===== src/rtl/sobel_edge_overlay.sv =====
// sobel_edge_overlay: binarizes the Sobel magnitude against a manual or
// frame-adaptive threshold and emits an RGB565 pixel (binary or colour overlay).
// Per-frame edge statistics drive a once-per-frame auto-threshold step.
// Optional macro SOBEL_EDGE_HYST_EN enables scan-line hysteresis on the hit decision.
module sobel_edge_overlay #(
  parameter logic [7:0]  THR_INIT   = 8'd32,
  parameter logic [7:0]  THR_MIN    = 8'd4,
  parameter logic [7:0]  THR_STEP   = 8'd2,
  parameter logic [16:0] TARGET_LO  = 17'd3000,
  parameter logic [16:0] TARGET_HI  = 17'd9000,
  parameter logic [15:0] EDGE_COLOR = 16'hF800
) (
  input  logic        clk,
  input  logic        rst_n,
  input  logic        enable,
  input  logic [7:0]  edge_in,
  input  logic        edge_valid,
  input  logic [15:0] rgb_in,
  input  logic        vsync,
  input  logic        auto_mode,
  input  logic [7:0]  thr_manual,
  input  logic        overlay_en,
  output logic [15:0] rgb_out,
  output logic        out_valid,
  output logic        edge_bit,
  output logic [16:0] edge_count,
  output logic [7:0]  thr_cur,
  output logic        frame_done
);

  typedef enum logic [1:0] {StIdle, StEval, StUpdate} state_e;

  state_e      state_q, state_d;
  logic [7:0]  edge_s1;
  logic [15:0] rgb_s1;
  logic        valid_s1;
  logic [7:0]  thr_reg;
  logic [16:0] run_cnt, cnt_next, snapshot;
  logic        vsync_prev, vsync_rise;
  logic        hit_raw, hit_s2;
  logic        dec_up, dec_dn;
  logic        eval_en, upd_en;
  logic [8:0]  thr_up9, thr_dn9;
  logic [7:0]  thr_up, thr_dn;

  assign thr_cur    = auto_mode ? thr_reg : thr_manual;
  assign vsync_rise = vsync & ~vsync_prev;

`ifdef SOBEL_EDGE_HYST_EN
  logic prev_hit;
  assign hit_raw = (edge_s1 >= thr_cur) | (prev_hit & (edge_s1 >= {1'b0, thr_cur[7:1]}));

  // Previous accepted pixel's decision; restarts each frame.
  always_ff @(posedge clk or negedge rst_n) begin
    if (!rst_n)          prev_hit <= 1'b0;
    else if (vsync_rise) prev_hit <= 1'b0;
    else if (valid_s1)   prev_hit <= hit_raw;
  end
`else
  assign hit_raw = (edge_s1 >= thr_cur);
`endif

  assign hit_s2 = valid_s1 & hit_raw;

  // Stage 1: capture accepted pixels; idle cycles propagate valid=0.
  always_ff @(posedge clk or negedge rst_n) begin
    if (!rst_n) begin
      edge_s1  <= 8'd0;
      rgb_s1   <= 16'd0;
      valid_s1 <= 1'b0;
    end else begin
      valid_s1 <= enable & edge_valid;
      if (enable & edge_valid) begin
        edge_s1 <= edge_in;
        rgb_s1  <= rgb_in;
      end
    end
  end

  // Stage 2: threshold decision and pixel formatting; rgb_out holds on bubbles.
  always_ff @(posedge clk or negedge rst_n) begin
    if (!rst_n) begin
      rgb_out   <= 16'd0;
      out_valid <= 1'b0;
      edge_bit  <= 1'b0;
    end else begin
      out_valid <= valid_s1;
      edge_bit  <= hit_s2;
      if (valid_s1) begin
        if (overlay_en) rgb_out <= hit_raw ? EDGE_COLOR : rgb_s1;
        else            rgb_out <= hit_raw ? 16'hFFFF : 16'h0000;
      end
    end
  end

  // Saturating increment; a hit coincident with vsync belongs to the old frame.
  assign cnt_next = (run_cnt == 17'h1FFFF) ? run_cnt : run_cnt + {16'd0, hit_s2};

  // Running edge counter, frame snapshot and vsync edge detector.
  always_ff @(posedge clk or negedge rst_n) begin
    if (!rst_n) begin
      run_cnt    <= 17'd0;
      snapshot   <= 17'd0;
      vsync_prev <= 1'b0;
    end else begin
      vsync_prev <= vsync;
      if (vsync_rise) begin
        snapshot <= cnt_next;
        run_cnt  <= 17'd0;
      end else begin
        run_cnt  <= cnt_next;
      end
    end
  end

  // FSM state register.
  always_ff @(posedge clk or negedge rst_n) begin
    if (!rst_n) state_q <= StIdle;
    else        state_q <= state_d;
  end

  // FSM next state; a new frame edge always restarts evaluation.
  always_comb begin
    state_d = state_q;
    if (vsync_rise) begin
      state_d = StEval;
    end else begin
      unique case (state_q)
        StIdle:   state_d = StIdle;
        StEval:   state_d = StUpdate;
        StUpdate: state_d = StIdle;
        default:  state_d = StIdle;
      endcase
    end
  end

  // FSM outputs; the update is dropped if a new frame edge arrives.
  always_comb begin
    frame_done = 1'b0;
    eval_en    = 1'b0;
    upd_en     = 1'b0;
    unique case (state_q)
      StIdle:   ;
      StEval:   begin frame_done = 1'b1; eval_en = 1'b1; end
      StUpdate: upd_en = ~vsync_rise;
      default:  ;
    endcase
  end

  // Saturated threshold steps computed in 9 bits so they never wrap.
  assign thr_up9 = {1'b0, thr_reg} + {1'b0, THR_STEP};
  assign thr_dn9 = {1'b0, thr_reg} - {1'b0, THR_STEP};
  assign thr_up  = thr_up9[8] ? 8'd255 : thr_up9[7:0];
  assign thr_dn  = ({1'b0, thr_reg} >= ({1'b0, THR_MIN} + {1'b0, THR_STEP}))
                   ? thr_dn9[7:0] : THR_MIN;

  // Frame statistics, step decision and threshold register.
  always_ff @(posedge clk or negedge rst_n) begin
    if (!rst_n) begin
      edge_count <= 17'd0;
      dec_up     <= 1'b0;
      dec_dn     <= 1'b0;
      thr_reg    <= THR_INIT;
    end else begin
      if (eval_en) begin
        edge_count <= snapshot;
        dec_up     <= (snapshot > TARGET_HI);
        dec_dn     <= (snapshot < TARGET_LO);
      end
      if (!auto_mode) begin
        thr_reg <= thr_manual;
      end else if (upd_en) begin
        if (dec_up)      thr_reg <= thr_up;
        else if (dec_dn) thr_reg <= thr_dn;
      end
    end
  end

endmodule


===== config.mk =====
export PLATFORM = sky130hd
export DESIGN_NAME = sobel_edge_overlay
export DESIGN_NICKNAME = d
export VERILOG_FILES = /design/src/rtl/sobel_edge_overlay.sv
export SDC_FILE = /design/constraint.sdc
export NUM_CORES = 1
export LEC_CHECK = 0
export ABC_AREA = 1
export CAP_MARGIN = 20
export CORE_ASPECT_RATIO = 0.9
export CORE_UTILIZATION = 59
export CTS_CLUSTER_SIZE = 28
export DETAILED_ROUTE_END_ITERATION = 8
export GPL_ROUTABILITY_DRIVEN = 0
export PLACE_DENSITY = 0.94
export SLEW_MARGIN = 30
export SYNTH_ARGS = -nofsm -noshare
export SYNTH_HDL_FRONTEND = slang
export SYNTH_SLANG_ARGS = --single-unit
export TNS_END_PERCENT = 20

===== constraint.sdc =====
create_clock -name clk -period 4.6 [get_ports clk]
set_input_delay 0.46 -clock clk [delete_from_list [all_inputs] [get_ports clk]]
set_output_delay 0.46 -clock clk [all_outputs]
set_load 0.05 [all_outputs]

==> results, run 1 <==
- The area of the core is 9080 sq um.
- The most instantiated library cell after synthesis is sky130_fd_sc_hd__nand2_1.
- The remaining number of nets flagged by the antenna check after routing is 0.
- The number of antenna violations at the first check in global routing is 0.
- The clock tree buffer depth is 2.
- Counting instances in the post-synthesis netlist gives the leading cell types as sky130_fd_sc_hd__nand2_1 (263), sky130_fd_sc_hd__dfrtp_1 (106), sky130_fd_sc_hd__inv_1 (91).
- The final layout contains 825 nets.
- In the final layout, the multi-input gates occupy 2300 sq um.
- The worst hold slack across all endpoints is 0.0579 ns.
- Of the total power, the clock network draws 25.3%.
- The count of TritonRoute iterations in the first routing pass is 7.
- By area, the combinational part of the netlist is dominated by simple AND/OR/NAND/NOR gates.
- Setup violations remaining at the end of the flow were counted as 0.
- The register clock-pin slew on the reported worst setup and hold paths is 0.11 ns.
- Walking the worst path, the cells encountered are clkdlybuf4s50_1 > inv_2 > o21ai_0 > inv_1 > ha_1 > nand2_1 > nor2_1 > nand4_1 > nand3_2 > nand2_1 > inv_1 > ha_1 > ha_1 > inv_1 > nor2_2 > nand2_1 > nor3_1 > nand3b_2 > nand2_1 > nand2_1.
- For this run, design rule violations remaining after detail routing come to 0.
- Clock tree synthesis found a total of 107 sinks.
- The reported leakage power is 3.41 nW.
- The cell occurring most often along the worst timing path is sky130_fd_sc_hd__nand2_1.
- Post-CTS timing repair inserted 0 buffers for setup.
- The die span in x is 104 um.
- The final clock skew is 0.0121 ns.
- In this run the biggest area consumer among cell types represents 48.3% of the synthesized area.
- The maximum number of pins on one net before global-route repair is 73.
- The start-to-end type of the worst setup path is in2reg.
- Across every metal layer, demand over resource in global routing totals 28.9%.
- The flow ran to the end, and the final reports show no timing, DRC or antenna violations.
- Hold repair after CTS inserted 0 buffers.
- The post-synthesis compound-gate area fraction is 8.13%.
- The number of hold violations in the final report is 0.
- The first-pass GRT wire length is 22,200 um.
- Relative to the synthesized area, the layout overhead comes to 19.4%.
- STA classifies the critical path startpoint as an input pin.
- Of the total power, the share spent switching nets is 37.3%.
- The number of antenna diodes in the final layout is 0.
- The vias after detailed routing is 4,963.
- The count of cells in the finished layout, fillers not included, comes to 901.
- The total congestion overflow is 0.
- The die footprint is 9700 sq um.
- The final core utilization is 72.3%.
- TritonCTS built the clock tree.
- Setup repair after global routing left no endpoint under its margin.
- The critical path contains buffers and inverters numbering 5 combined.
- In the post-synthesis netlist, the biggest area contributors are sky130_fd_sc_hd__dfrtp_1 (48%), sky130_fd_sc_hd__nand2_1 (18%), sky130_fd_sc_hd__inv_1 (6.2%).
- The number of different library cells used by synthesis comes to 36.
- The internal portion of the total power is 1.56 mW.
- The starting density of the core is 60.5%.
- The post-route fraction of the period consumed by the critical path is 85.1%.
- The mux cell area share after synthesis is 0%.
- The setup total negative slack is 0 ns.
- The detailed-placement wirelength estimate is 9360 um.
- The via count of the first global-routing pass is 4,845.
- The cell family contributing the most delay on the critical path is simple AND/OR/NAND/NOR gates.
- Derived from the worst setup path, the maximum achievable clock frequency is 256 MHz.
- Summing every instance area after synthesis gives 5500 sq um.
- After Yosys synthesis, XOR and XNOR cells account for 1.75% of the synthesized area.
- Buffers placed on the I/O ports in this run total 82.
- Timing analysis after detailed placement gives a worst setup slack of 0.388 ns.
- The height of the chip is 93.6 um.
- The largest total area in the synthesized netlist belongs to sky130_fd_sc_hd__dfrtp_1.
- The synthesized netlist net count is 755.
- In the final routed layout, each cell accounts on average for 14.5 um.
- The share of flip-flops with an asynchronous set or reset is 100%.
- STA classifies the critical path endpoint as a flop.
- The post-synthesis sequential area ratio is 48.7%.
- The largest registers in the layout are edge_count: 17 flops, run_cnt: 17 flops, snapshot: 17 flops.
- The depth of the CTS H-tree is 3.
- The synthesized area per cell is 7.81 sq um.
- The buffer type at the clock tree root is sky130_fd_sc_hd__clkbuf_8.
- The number of gates resized after CTS was 0.
- Of all nets on the critical path, the largest fanout is 12.
- The count of fill cells added during filler insertion is 614.
- The later pin in the worst-skew pair is clocked with a latency of 0.39 ns.
- The highest-delay cell along the critical path is sky130_fd_sc_hd__clkdlybuf4s50_1.
- Counting flops and latches in the post-synthesis netlist gives 107.
- Of the total synthesized cell area, the portion taken by full adders, half adders and majority gates is 2.73%.
- Combinational logic burns 29.2% of the power.
- In this run, synthesis inferred 0 flip-flops with an integrated enable.
- The count of pins over their slew limit was 0.
- The number of top-level pins is 83.
- Data on the critical path arrives at its endpoint at 4.25 ns.
- The normalized max-slew margin is 41.5%.
- The number of design-rule violations left by the first detailed-router iteration is 404.
- For this run, the number of Yosys warnings is 0.
- The worst path setup slack after routing is 0.686 ns.
- Synthesis produced 704 cells.
- At the worst endpoint, the required time is 4.94 ns.
- The path category of the worst min-delay check is in2async.
- The peak supply drop is 0.217 mV.
- The number of rows in the core area is 33.
- The via density per instance is 5.51.
- The power per cell area is 379 nW/um^2.
- The number of clock buffers added by TritonCTS is 9.
- The sequential fraction of design power is 45.5%.
- For the pin with the worst max-slew slack, the measured transition is 0.876 ns.
- The max-capacitance violation count is 0.
- Of the cells placed in the final design, the portion with a size suffix greater than 1 is 7.32%.
- The dominant register cell in the synthesized netlist is sky130_fd_sc_hd__dfrtp_1.
- Summing all flip-flop and latch instances after layout gives 2680 sq um.
- In this design, the stage delay of the slowest critical-path cell is 0.53 ns.
- The basic-gate share of the synthesized area counting and, or, nand and nor cells is 29.3%.
- The routed design has 13,100 um of wire.
- The shortest clock period the worst path allows after layout is 3.91 ns.
- The analysis attributes to net switching a power of 0.930 mW.
- The post-placement cell count is 885.
## power groups by stage
stage	Sequential (mW)	Combinational [mW]	Clock, mW
after floorplan	1.29	0.330	0
after global placement	1.14	0.700	0
after detailed placement	1.15	0.722	0
after CTS	1.13	0.725	0.636
after global routing	1.15	0.794	0.674
final	1.13	0.727	0.630
## metrics by stage
step | power, mW | cell area (sq um)
floorplan | 1.62 | 5500
global placement | 1.84 | 6340
detailed placement | 1.87 | 6340
CTS | 2.49 | 6560
global route | 2.61 | 6560
finish | 2.49 | 6560
## per-layer routing
metal	up-vias	GRT usage, %	wire [um]
met4	0	12.4	435
met1	2349	35.2	5330
met2	216	49.6	6380
li1	2349	-	-
met3	49	6.69	917
met5	-	0	0
## worst paths after layout
path                                 from             end  slack [ns]  cells past startpoint
setup / recovery                auto_mode    snapshot[16]        0.69                     20
hold / removal                      rst_n       rgb_s1[3]        0.06                      1
setup reg to reg               thr_reg[5]    snapshot[16]        0.69                     19
hold reg to reg            edge_count[15]  edge_count[15]        0.49                      2
max in group asynchronous           rst_n      thr_reg[5]        3.64                      2
min in group clk           edge_count[15]  edge_count[15]        0.49                      2
## final cells by class
class	count	area share, %
multi-input combinational	474	35.1
clock inverter	7	1.45
timing repair buffer	85	12.9
tap	122	2.33
clock buffer	9	1.89
sequential	107	40.8
inverter	97	5.55
## cells in the final DEF, fill, tap and decap left out, types with 9 or more instances in the layout
master / synthesis / layout
sky130_fd_sc_hd__nand4_1: 19 / 19
sky130_fd_sc_hd__dfrtp_1: 106 / 106
sky130_fd_sc_hd__inv_1: 91 / 90
sky130_fd_sc_hd__nand2_1: 263 / 263
sky130_fd_sc_hd__a31oi_1: 10 / 10
sky130_fd_sc_hd__clkdlybuf4s50_1: 0 / 81
sky130_fd_sc_hd__a21oi_1: 19 / 19
sky130_fd_sc_hd__o21ai_0: 27 / 27
sky130_fd_sc_hd__o21ai_1: 12 / 12
sky130_fd_sc_hd__ha_1: 12 / 12
sky130_fd_sc_hd__nand3_1: 26 / 26
sky130_fd_sc_hd__nor2_1: 25 / 25
sky130_fd_sc_hd__clkbuf_8: 0 / 9
## kinds of logic (layout without fill, tap and decap cells)
group / after synthesis / count (layout)
AOI/OAI and AO/OA: 81 / 81
xor gates and xnor gates: 11 / 11
adders and majority gates: 12 / 12
buffers and inverters: 123 / 198
DFF: 107 / 107
and+or+nand+nor: 370 / 370
Note: power is estimated with default switching activity, not from simulation.
==> inputs of run 2 (changes only) <==
--- a/config.mk
+++ b/config.mk
@@ -12,6 +12,7 @@
 export CTS_CLUSTER_SIZE = 28
 export DETAILED_ROUTE_END_ITERATION = 8
 export GPL_ROUTABILITY_DRIVEN = 0
+export HOLD_SLACK_MARGIN = 0.15
 export PLACE_DENSITY = 0.94
 export SLEW_MARGIN = 30
 export SYNTH_ARGS = -nofsm -noshare
==> run 2 against run 1 <==
Against the previous run: global-route usage unchanged; sequential share of layout area shrank 0.062 points; hold slack better by 0.43 ns; utilization increased by 0.11 points; clock power barely moved; final area increased by 0.15%; worst setup slack better by 0.010 ns; first-iteration DRC count fell by 12%; combinational power about the same; fmax up 0.26%; cell count grew 0.11%; critical endpoint unchanged.
==> results, run 2 (synthesized netlist as in run 1, its figures left out) <==
- The analysis attributes to cell leakage a power of 3.42 nW.
- In the final layout, the registers with the most flip-flops are edge_count: 17 flops, run_cnt: 17 flops, snapshot: 17 flops.
- The start-to-end type of the worst setup path is in2reg.
- After floorplanning, the core was sized to cover 9080 sq um.
- The number of hold violations in the final report is 0.
- The peak clock frequency supported by timing is 256 MHz.
- The number of buffers inserted during clock tree synthesis is 9.
- The remaining number of nets flagged by the antenna check after routing is 0.
- After the last flow step, the layout net total stands at 826.
- The die footprint is 9700 sq um.
- The later pin in the worst-skew pair is clocked with a latency of 0.39 ns.
- Data on the critical path is required at its endpoint by 4.94 ns.
- The library cells used most frequently in the layout, excluding fill and tap cells, are sky130_fd_sc_hd__nand2_1 (263), sky130_fd_sc_hd__dfrtp_1 (106), sky130_fd_sc_hd__inv_1 (90).
- The max-capacitance violation count is 0.
- The number of antenna violations at the first check in global routing came to 0.
- Setup total negative slack on the finished layout was measured at 0 ns.
- The highest-delay cell along the critical path is sky130_fd_sc_hd__clkdlybuf4s50_1.
- The longest clock path from root to sink contains 2 buffers.
- The count of input and output buffers is 82.
- After detailed routing, the number of remaining DRC violations is 0.
- The worst setup path is captured at a flop.
- The TritonCTS clock tree is yes.
- The count of TritonRoute iterations in the first routing pass is 5.
- From synthesis to final layout, the design area changed by 19.6%.
- Subtracting the final worst setup slack from the clock period gives 3.90 ns.
- Measured along the x axis, the die boundary spans 104 um.
- Detailed placement ended at an HPWL of 9360 um.
- After layout, the worst path uses 84.9% of the clock period.
- The critical path goes through clkdlybuf4s50_1 > inv_2 > o21ai_0 > inv_1 > ha_1 > nand2_1 > nor2_1 > nand4_1 > nand3_2 > nand2_1 > inv_1 > ha_1 > ha_1 > inv_1 > nor2_2 > nand2_1 > nor3_1 > nand3b_2 > nand2_1 > nand2_1.
- IR analysis of the VDD net gives a maximum drop of 0.217 mV.
- In this run the number of H-tree levels came out at 3.
- In this run the power density over the cells is 379 nW/um^2.
- The launching element type of the critical path is an input pin.
- Setup repair after global routing left no endpoint under its margin.
- The cell occurring most often along the worst timing path is sky130_fd_sc_hd__nand2_1.
- The first-pass GRT wire length is 22,200 um.
- The routed design has 13,000 um of wire.
- From bottom edge to top edge, the die measures 93.6 um.
- During I/O placement, the number of pins put on the boundary was 83.
- The buffer type at the clock tree root is sky130_fd_sc_hd__clkbuf_8.
- In this run the worst hold path is classified as reg2reg.
- The worst pin sits at a relative slew slack of 41.2%.
- The final antenna diode count is 0.
- Leaving out fill and tap cells, the most frequent cell in the layout is sky130_fd_sc_hd__nand2_1.
- The CTS sink count is 107.
- The highest fanout seen on the critical path is 12.
- The transition time at the pin with the least slew margin is 0.881 ns.
- The worst hold slack across all endpoints is 0.491 ns.
- The run finished with clean final reports.
- In the final routed layout, each cell accounts on average for 14.4 um.
- The starting density of the core is 60.5%.
- Once layout is done, the placed cells without fillers occupy 6570 sq um.
- The final clock skew is 0.0113 ns.
- The number of rows in the core area is 33.
- The quantity of gates resized following cts is 0.
- The fraction of layout instances using a drive strength above 1 is 7.31%.
- The worst stage delay on the critical path is 0.53 ns.
- The number of design-rule violations left by the first detailed-router iteration is 355.
- Hold repair after CTS inserted 0 buffers.
- Global routing used 28.9% of the available tracks.
- The number of setup violations in the final report is 0.
- The buffer count from post-CTS setup fixing is 0.
- After detailed routing, the number of vias per cell comes to 5.50.
- Entering global routing, the biggest net connects 73 pins.
- The via count of the first global-routing pass is 4,845.
- The register clock-pin slew on the reported worst setup and hold paths is 0.11 ns.
- The count of pins over their slew limit came to 0.
- After global routing the overflow that remains totals 0.
- The data arrival at the endpoint of the critical path is 4.24 ns.
- Summing over every cut layer, the via total after detailed routing is 4,961.
- Once placement finished, the instance area stood at 6340 sq um.
run 2: final timing paths:
path	start	endpoint	slack, ns	cells past startpoint
max reg2reg	thr_reg[5]	snapshot[16]	0.70	19
max in group asynchronous	rst_n	thr_reg[5]	3.07	3
min	edge_count[15]	edge_count[15]	0.49	2
max	auto_mode	snapshot[16]	0.70	20
min reg2reg	edge_count[15]	edge_count[15]	0.49	2
min in group asynchronous	rst_n	rgb_s1[3]	0.63	2
run 2: final cells by class:
class	instances	area (sq um)
multi-input combinational	474	2300
timing repair buffer	86	855
clock inverter	7	95.1
inverter	97	364
fill	613	2510
sequential	107	2680
tap	122	153
clock buffer	9	124
run 2: worst max-delay path, delay by kind of cell:
| family | cells | cell delay [ns] |
|---|---|---|
| fa+ha+maj | 3 | 0.69 |
| simple gates | 11 | 1.95 |
| compound gates | 1 | 0.24 |
| buf+inv | 5 | 0.91 |
run 2: through the flow:
step	util (%)	total power, mW	worst slack, ns	instances
after detailed placement	69.8	1.87	0.388	885
final	72.4	2.49	0.697	902
after CTS	72.2	2.49	0.761	901
after floorplan	-	1.62	0.653	704
after global placement	69.8	1.84	0.535	885
after global routing	72.4	2.61	0.378	902
run 2: report_power, final:
| part | internal (mW) | switching [mW] | leakage [nW] |
|---|---|---|---|
| clock network | 0.268 | 0.362 | 0.111 |
| registers | 1.05 | 0.0844 | 1.38 |
| logic | 0.245 | 0.482 | 1.93 |
| total | 1.56 | 0.928 | 3.42 |
run 2: layer usage:
| metal | vias up | GRT usage [%] | share of wire [%] |
|---|---|---|---|
| li1 | 2349 | - | - |
| met5 | - | 0 | 0 |
| met4 | 0 | 12.4 | 3.7 |
| met2 | 193 | 49.6 | 49 |
| met1 | 2365 | 35.2 | 41 |
| met3 | 54 | 6.69 | 6.7 |
==> inputs of run 3 (changes only) <==
--- a/config.mk
+++ b/config.mk
@@ -8,12 +8,12 @@
 export ABC_AREA = 1
 export CAP_MARGIN = 20
 export CORE_ASPECT_RATIO = 0.9
-export CORE_UTILIZATION = 59
+export CORE_UTILIZATION = 49
 export CTS_CLUSTER_SIZE = 28
 export DETAILED_ROUTE_END_ITERATION = 8
 export GPL_ROUTABILITY_DRIVEN = 0
 export HOLD_SLACK_MARGIN = 0.15
-export PLACE_DENSITY = 0.94
+export PLACE_DENSITY = 0.84
 export SLEW_MARGIN = 30
 export SYNTH_ARGS = -nofsm -noshare
 export SYNTH_HDL_FRONTEND = slang
==> constraint.sdc (replaced) <==
create_clock -name clk -period 3.27 [get_ports clk]
set_input_delay 0.327 -clock clk [delete_from_list [all_inputs] [get_ports clk]]
set_output_delay 0.327 -clock clk [all_outputs]
set_load 0.05 [all_outputs]
==> run 3 against run 2 <==
Against the previous run: sequential share of layout area down 2.1 points; clock power up 89%; hold slack worse by 0.049 ns; critical path depth up 1; critical endpoint is now snapshot[8]; first-iteration DRC count down 5.9%; routed wire length down 0.65%.
==> results, run 3 (synthesized netlist as in run 1, its figures left out) <==
- In this run the tool buffered the top-level ports with 82 buffer cells.
- On the final layout, the worst clock skew is 0.00688 ns.
- The number of hold violations in the final report is 0.
- The worst reg-to-reg path cell count is 21.
- The net switching power is 1.31 mW.
- STA classifies the critical path endpoint as a flop.
- For this run, design rule violations remaining after detail routing come to 0.
- The worst register-to-register path ends at snapshot[8].
- The peak supply drop is 0.272 mV.
- The vias after detailed routing is 4,800.
- For the pin with the worst max-slew slack, the measured transition is 0.852 ns.
- The longest clock path from root to sink contains 2 buffers.
- The remaining number of nets flagged by the antenna check after routing is 0.
- The initial utilization of the core area, before any placement, comes to 50.6%.
- The cell area after layout is 6940 sq um.
- After clock tree synthesis, the clock-pin slew on the worst setup and hold paths is 0.08 ns.
- CTS placed an instance of sky130_fd_sc_hd__clkbuf_16 at the clock tree root.
- The final critical path takes up 92.5% of the cycle.
- The total congestion overflow is 0.
- The via count of the first global-routing pass was 4,609.
- The shortest clock period the worst path allows after layout is 3.03 ns.
- In this run the count of I/O pins placed on the die edge is 83.
- The number of setup violations in the final report is 0.
- Compared with the post-synthesis result, the final layout area differs by 26.3%.
- On the worst path, the slowest cell contributes a delay of 0.57 ns.
- The number of antenna violations at the first check in global routing came to 0.
- The die footprint is 11,600 sq um.
- At the end of the flow the core is filled with cells to 63.9%.
- The cell family contributing the most delay on the critical path is simple AND/OR/NAND/NOR gates.
- The total power draw is 3.84 mW.
- The number of rows in the core area is 36.
- Walking the worst path, the cells encountered are inv_1 > o21ai_2 > inv_1 > ha_1 > nand2_1 > a21oi_2 > nor2_2 > buf_4 > nand3_2 > nand2_1 > inv_1 > ha_1 > ha_1 > inv_2 > nor2_4 > nand2_4 > xor2_1 > inv_1 > nand2_1 > nand2_1 > o21ai_2.
- The switching power as a share of total power is 34.1%.
- In the routed layout, each cell is associated on average with a via count of 5.02.
- The highest fanout seen on the critical path is 12.
- Setup repair after global routing left no endpoint under its margin.
- STA classifies the critical path startpoint as a flop.
- Dividing the detail-routed wire length by the instance count gives 13.5 um.
- Summed over all failing endpoints, the final setup total negative slack is 0 ns.
- For this run, the detailed router's first-pass iteration total came to 5.
- Summing all flip-flop and latch instances after layout gives 2680 sq um.
- The area of the core is 10,900 sq um.
- Global routing consumed, over all layers together, 23.2% of the routing resources.
- The reg2reg setup slack is 0.24 ns.
- The first-pass GRT wire length is 21,100 um.
- For this design the ratio of total power to cell area is 553 nW/um^2.
- The run finished with clean final reports.
- The critical path contains buffers and inverters numbering 6 combined.
- The start-to-end type of the worst setup path is reg2reg.
- The worst hold path endpoint is vsync_prev.
- Static timing analysis puts the maximum clock frequency at 330 MHz.
- Cell internal power was estimated by the tool at 2.53 mW.
- Measured against its own limit, the worst slew margin works out to 43.2%.
- The reported leakage power is 3.61 nW.
- The final net count is 850.
- The number of design-rule violations left by the first detailed-router iteration is 334.
- For the worst setup path, the data required time is 3.51 ns.
- The clock network is responsible for 30.9% of the overall power.
- The count of pins over their slew limit is 0.
- Max-cap violations in this run came to 0.
- The clock reaches the later pin of the worst-skew pair after 0.35 ns.
- The CTS sink count is 107.
- The cell area after placement is 6560 sq um.
- The post-route netlist has 10.9% of its cells at a drive strength greater than 1.
- The total length of routed wires is 12,900 um.
- Leaving out fill and tap cells, the most frequent cell in the layout is sky130_fd_sc_hd__nand2_1.
- 0 antenna diodes ended up in the layout.
- The part of the total power dissipated in combinational logic is 27.8%.
- The height of the chip is 102 um.
- Along the worst hold path, the cell count comes to 1.
- The HPWL after detailed placement is 9110 um.
- In the final layout, the registers with the most flip-flops are edge_count: 17 flops, run_cnt: 17 flops, snapshot: 17 flops.
- The min-delay analysis places its worst path in the category in2reg.
- Leaving out fill and tap cells, the most frequent cells in the layout are sky130_fd_sc_hd__nand2_1 (262), sky130_fd_sc_hd__dfrtp_1 (106), sky130_fd_sc_hd__inv_1 (90).
- In the final layout, the multi-input gates occupy 2350 sq um.
- TritonCTS created 9 clock buffers.
- The die span in x is 114 um.
- Final hold analysis gives a worst-case slack of 0.443 ns.
- After filler insertion, the fill cell instance count of the layout stands at 882.
- The data arrival at the endpoint of the critical path is 3.26 ns.
- The launch point of the worst hold path is vsync.
- Entering global routing, the biggest net connects 69 pins.
- TritonCTS built the clock tree.
- The largest individual stage delay along the critical path comes from the cell sky130_fd_sc_hd__dfstp_2.
- The beginning of the worst register-to-register path is thr_reg[5].
- The clock tree synthesis step divided the H-tree into 3 levels.
- The sequential fraction of design power is 41.3%.
## run 3: cell type report
cell class	count	share of cell area, %
clock inverter	7	1.46
inverter	97	5.25
multi-input combinational	474	33.8
tap	152	2.74
clock buffer	9	3.25
sequential	107	38.6
timing repair buffer	110	14.9
## run 3: timing repair
| item | 4_1_cts | 5_1_grt |
|---|---|---|
| gates resized for setup | 0 | 9 |
| endpoints found under the setup margin | 0 | 9 |
| hold endpoints to repair | 66 | 0 |
| hold buffers | 1 | 0 |
| setup buffers | 0 | 1 |
## run 3: metrics by stage
| stage | setup slack (ns) | std cells |
|---|---|---|
| after floorplan | 0.0350 | 704 |
| after global placement | -0.0325 | 938 |
| after detailed placement | -0.137 | 938 |
| after CTS | 0.171 | 955 |
| after global routing | 0.00763 | 956 |
| final | 0.244 | 956 |
## run 3: power by group through the flow
| stage | combinational, mW | clock [mW] | sequential, mW |
|---|---|---|---|
| after floorplan | 0.467 | 0 | 1.82 |
| after global placement | 1.04 | 0 | 1.60 |
| after detailed placement | 1.06 | 0 | 1.60 |
| after CTS | 1.07 | 1.20 | 1.58 |
| after global routing | 1.16 | 1.25 | 1.60 |
| final | 1.07 | 1.19 | 1.59 |
## run 3: worst max path at each step
stage | startpoint | depth (start not counted) | slack, ns | to
after floorplan | thr_reg[5] | 20 | 0.03 | snapshot[8]
after global placement | auto_mode | 21 | -0.03 | run_cnt[16]
after detailed placement | auto_mode | 21 | -0.14 | snapshot[16]
after CTS | thr_reg[5] | 21 | 0.17 | snapshot[8]
after global routing | thr_reg[5] | 21 | 0.008 | snapshot[8]
final | thr_reg[5] | 21 | 0.24 | snapshot[8]
## run 3: layer usage
layer | vias up | part of all wire (%) | routed length, um | global-route usage, %
met2 | 113 | 51 | 6540 | 40.1
li1 | 2408 | - | - | -
met5 | - | 0 | 0 | 0
met4 | 0 | 1.6 | 212 | 9.01
met3 | 20 | 4.1 | 525 | 4.21
met1 | 2259 | 44 | 5650 | 29.2
